<file path="config.mk">
export PLATFORM = sky130hd
export DESIGN_NAME = cla_adder_pipe
export DESIGN_NICKNAME = d
export VERILOG_FILES = /design/src/rtl/cla_adder_pipe.sv
export SDC_FILE = /design/constraint.sdc
export NUM_CORES = 1
export LEC_CHECK = 0
export ABC_AREA = 1
export CORE_ASPECT_RATIO = 1.5
export CORE_UTILIZATION = 45
export CTS_CLUSTER_SIZE = 14
export DETAILED_ROUTE_END_ITERATION = 8
export PLACE_DENSITY = 0.73
export REMOVE_ABC_BUFFERS = 1
export SLEW_MARGIN = 25
export SYNTH_ARGS = -nofsm -noshare
export SYNTH_HDL_FRONTEND = slang
export SYNTH_SLANG_ARGS = --single-unit
</file>
<file path="constraint.sdc">
create_clock -name clk -period 2.6 [get_ports clk]
set_input_delay 0.52 -clock clk [delete_from_list [all_inputs] [get_ports clk]]
set_output_delay 0.52 -clock clk [all_outputs]
set_load 0.05 [all_outputs]
</file>
<file path="src/rtl/cla_adder_pipe.sv">
// cla_adder_pipe: pipelined two-level carry-lookahead add/sub with valid/ready; define CLA_OP_COUNT_EN to add op_count
module cla_adder_pipe #(
  parameter int WIDTH = 8,
  parameter int GROUP = 4,
  parameter int PIPE  = 2
) (
  input  logic             clk,
  input  logic             rst,
  input  logic             in_valid,
  output logic             in_ready,
  input  logic [WIDTH-1:0] a,
  input  logic [WIDTH-1:0] b,
  input  logic             carry_in,
  input  logic             sub,
  output logic             out_valid,
  input  logic             out_ready,
  output logic [WIDTH-1:0] sum,
  output logic             carry_out,
  output logic             overflow,
  output logic             all_prop
`ifdef CLA_OP_COUNT_EN
  ,
  output logic [15:0]      op_count
`endif
);
  localparam int NG = WIDTH / GROUP;

  if (WIDTH % GROUP != 0) begin : g_bad_width
    $fatal(1, "cla_adder_pipe: WIDTH must be a multiple of GROUP");
  end
  if (GROUP < 2 || GROUP > 8) begin : g_bad_group
    $fatal(1, "cla_adder_pipe: GROUP must be 2..8");
  end
  if (PIPE != 1 && PIPE != 2) begin : g_bad_pipe
    $fatal(1, "cla_adder_pipe: PIPE must be 1 or 2");
  end

  // Carry into position n, flattened as a sum of products over bits 0..n-1.
  function automatic logic cy(input logic [WIDTH-1:0] p, input logic [WIDTH-1:0] g,
                              input logic c0, input int n);
    logic r, t;
    r = c0;
    for (int m = 0; m < n; m++) r &= p[m];
    for (int j = 0; j < n; j++) begin
      t = g[j];
      for (int m = j + 1; m < n; m++) t &= p[m];
      r |= t;
    end
    return r;
  endfunction

  logic [WIDTH-1:0] b_eff, p0, g0;
  logic [NG-1:0]    gp0, gg0;
  logic             cin0;

  always_comb begin
    b_eff = sub ? ~b : b;
    cin0  = sub | carry_in;
    p0    = a ^ b_eff;
    g0    = a & b_eff;
    for (int k = 0; k < NG; k++) begin
      gp0[k] = &p0[k*GROUP +: GROUP];
      gg0[k] = cy(WIDTH'(p0[k*GROUP +: GROUP]), WIDTH'(g0[k*GROUP +: GROUP]), 1'b0, GROUP);
    end
  end

  logic [WIDTH-1:0] x_p, x_g;
  logic [NG-1:0]    x_gp, x_gg;
  logic             x_cin, x_v;

  if (PIPE == 2) begin : g_s1
    logic [WIDTH-1:0] s1_p, s1_g;
    logic [NG-1:0]    s1_gp, s1_gg;
    logic             s1_cin, s1_v;
    always_ff @(posedge clk) begin
      if (rst) s1_v <= 1'b0;
      else if (in_ready) begin
        s1_v <= in_valid;
        if (in_valid) begin
          s1_p   <= p0;
          s1_g   <= g0;
          s1_gp  <= gp0;
          s1_gg  <= gg0;
          s1_cin <= cin0;
        end
      end
    end
    assign {x_v, x_p, x_g, x_gp, x_gg, x_cin} = {s1_v, s1_p, s1_g, s1_gp, s1_gg, s1_cin};
  end else begin : g_s0
    assign {x_v, x_p, x_g, x_gp, x_gg, x_cin} = {in_valid, p0, g0, gp0, gg0, cin0};
  end

  logic [NG:0]    gc;
  logic [WIDTH:0] c;

  always_comb begin
    for (int k = 0; k <= NG; k++) gc[k] = cy(WIDTH'(x_gp), WIDTH'(x_gg), x_cin, k);
    c        = '0;
    c[WIDTH] = gc[NG];
    for (int k = 0; k < NG; k++)
      for (int i = 0; i < GROUP; i++)
        c[k*GROUP+i] = cy(WIDTH'(x_p[k*GROUP +: GROUP]), WIDTH'(x_g[k*GROUP +: GROUP]), gc[k], i);
  end

  assign in_ready = ~out_valid | out_ready;

  always_ff @(posedge clk) begin
    if (rst) {out_valid, sum, carry_out, overflow, all_prop} <= '0;
    else if (in_ready) begin
      out_valid <= x_v;
      if (x_v) begin
        sum       <= x_p ^ c[WIDTH-1:0];
        carry_out <= c[WIDTH];
        overflow  <= c[WIDTH] ^ c[WIDTH-1];
        all_prop  <= &x_p;
      end
    end
  end

`ifdef CLA_OP_COUNT_EN
  always_ff @(posedge clk) begin
    if (rst) op_count <= '0;
    else if (out_valid & out_ready) op_count <= op_count + 16'd1;
  end
`endif
endmodule

</file>
==> results.ini <==
[floorplan]
core_area_sq_um = 3220
ios = 35
core.rowCount = 25
fp.dieH_um = 73.7
start_util = 0.478
die-area_sq_um = 3670
die_w_um = 49.8

[setup_path]
critical_path.startpoint_type = flop
rrSetupSlack_ns = 1.06
max_stage_delay_ns = 0.83
end_kind = output port
crit_family = buffers and inverters
path_class = flop to output port
path_max_fanout = 3
cp.arrival_ns = 1.49
path_buf_inv = 1
r2r_cells = 8
rr_endpoint = overflow
critical_path.cell_chain = clkdlybuf4s50_1
crit_required_ns = 2.08
reg2reg_from = g_s1.s1_cin
cpMaxStageDelayCell = clkdlybuf4s50_1

[yosys]
synth-simple-area-share = 0.216
netlist_area_sq_um = 1540
postSynthAreaPerCell_sq_um = 9.88
synth_xor_area_frac = 0.0568
synthMuxAreaShare = 0
yosysUniqueCellTypes = 27
synth-seq-cells = 32
synth-adder-area-share = 0.0812
synth_warnings = 0
synth_top_family_by_area = simple AND/OR/NAND/NOR gates
netlist_instances = 156
synth_compound_area_frac = 0.0593
synth-seq-area-share = 0.539

[clock_tree]
htreeDepth = 2
clock-sinks = 32
cts_tree = done
cts_root_buffer = clkbuf_8
cts_hold_buf = 0
clk_pin_slew_worst_paths_ns = 0.06
cts_resized = 0
post_cts_buffers = 0
cts_buffer_depth = 2
clk_latency_ns = 0.27
cts-buffers-inserted = 5

[sta]
setup_violations = 0
max_freq_mhz = 497
setup_tns_ns = 0
grt_setup_unrepaired = false
worstMarginPinSlew_ns = 0.499
clock-skew-final_ns = 0.00659
finalHoldViolCount = 0
maxSlewHeadroom = 0.666
drv_slew = 0
fin_crit_ns = 2.01
final.period_utilization = 0.774

[global_routing]
grt_max_degree = 20
grt_pass1_vias = 1138
grt_first_pass_wirelength_um = 4530
grt.total_usage = 0.168
antenna_found_initial = 0
overflow = 0

[run]
cap_viol_max_count = 0

[route]
ant_nets = 0
wl_per_cell_um = 11.4
first_pass_iters = 4
vias_per_cell = 5.00
dr.first_iter.drc_count = 35
drc = 0
vias = 1179
wl_um = 2700

[power_and_ir_drop]
p_clk_frac = 0.348
swShare = 0.252
internal-power_mw = 0.957
finalPower_mw = 1.28
seqPwrFrac = 0.467
p_per_area_nw_per_um2 = 633
leakagePower_nw = 0.833
switchingPower_mw = 0.322
share_comb_of_total_power = 0.184
ir_drop_mv = 0.516

[layout]
drive_gt1_frac = 0.0714
final_util = 0.627
area_delta_synth_final_pct = 31.0
stdcell_count = 236
nets = 227
diodes = 0

[outcome]
status = finished, final reports clean

[place]
globalplace.congestion = 0.812
post-place-cells = 228
io_buffers = 34
dp_hpwl_um = 2100

[worst_hold_path]
min_path_cells = 2
hold_path_end = all_prop
hold_class = flop to flop
min_from = all_prop

## layer usage
metal,share of wire,global-route usage,up-vias
met5,0,0,-
met4,0.016,0.105,0
met3,0.044,0.0373,4
met2,0.58,0.317,40
met1,0.36,0.161,533
li1,-,-,602
## state kept, by name (all words and copies together), names as in the netlist, 2 cells and up
name        cells
sum             8
g_s1.s1_p       8
g_s1.s1_g       6
g_s1.s1_gg      2
g_s1.s1_gp      2
## power by group through the flow
| stage | Combinational (mW) | Clock, mW | Sequential (mW) |
|---|---|---|---|
| after global routing | 0.259 | 0.475 | 0.602 |
| final | 0.236 | 0.445 | 0.598 |
| after global placement | 0.229 | 0 | 0.607 |
| after floorplan | 0.104 | 0 | 0.649 |
| after CTS | 0.237 | 0.453 | 0.598 |
| after detailed placement | 0.236 | 0 | 0.609 |
## logic make-up (layout without fill, tap and decap cells)
logic type | after synthesis | count (layout)
adder cells (fa/ha/maj) | 10 | 10
XOR/XNOR | 10 | 10
buffers and inverters | 15 | 55
AO/OA/AOI/OAI | 16 | 16
flip-flops | 32 | 32
AND/OR/NAND/NOR | 73 | 73
## layout by cell type (no fill, tap or decap)
master and n:
nand4_1 4, inv_6 1, o21ai_0 3, nor3_1 2
nor2_1 26, nand2_2 1, clkbuf_8 5, a21o_1 1
nand2_4 1, xnor2_1 1, o21bai_1 1, a21oi_2 1
dfxtp_1 13, ha_1 10, clkdlybuf4s50_1 33, inv_1 11
o211ai_1 1, edfxtp_1 19, nand2_8 1, clkinv_1 2
bufinv_16 1, or2_2 1, o21ai_1 2, a21oi_1 7
xor2_1 9, nand3b_1 1, nand3_1 11, buf_4 2
nand2_1 25
## stage by stage
stage	area [sq um]	hold WS (ns)	setup WS, ns
6_report	2020	0.463	0.589
5_1_grt	2020	0.476	0.507
4_1_cts	2020	0.466	0.571
3_5_place_dp	1910	0.456	0.300
3_3_place_gp	1910	0.453	0.356
2_1_floorplan	1520	0.533	0.490
## cell type report
cell class              count  area, sq um
inverters                  12         50.0
fillers                   282         1200
repair buffers             35          345
clock buffers               5         68.8
clock inverters             3         37.5
flip-flops and latches     32          831
well taps                  40         50.0
multi-input cells         109          637
## worst max-delay path by stage
| stage | slack (ns) | depth (start not counted) | start | to |
|---|---|---|---|---|
| final | 0.59 | 1 | out_valid | out_valid |
| after CTS | 0.57 | 1 | out_valid | out_valid |
| after detailed placement | 0.30 | 5 | sub | g_s1.s1_gg[1] |
| after floorplan | 0.49 | 3 | out_valid | g_s1.s1_cin |
| after global placement | 0.36 | 5 | sub | g_s1.s1_gg[1] |
| after global routing | 0.51 | 5 | sub | g_s1.s1_gg[1] |
## synthesized netlist by cell type, drive strengths merged
cell type   n  share of area
nand3      11          0.036
o21bai      1         0.0049
clkbuf      1         0.0024
dfxtp      13           0.17
or2         1         0.0041
nand2      28          0.085
a21oi       8          0.028
o211ai      1         0.0049
xor2        9          0.051
a21o        1         0.0049
inv        12          0.032
nor2       26          0.063
nor3        2         0.0065
nand3b      1         0.0049
xnor2       1         0.0057
edfxtp     19           0.37
ha         10          0.081
buf         2          0.013
o21ai       5          0.016
nand4       4          0.016
No activity file was read; power rests on OpenSTA's default activity.
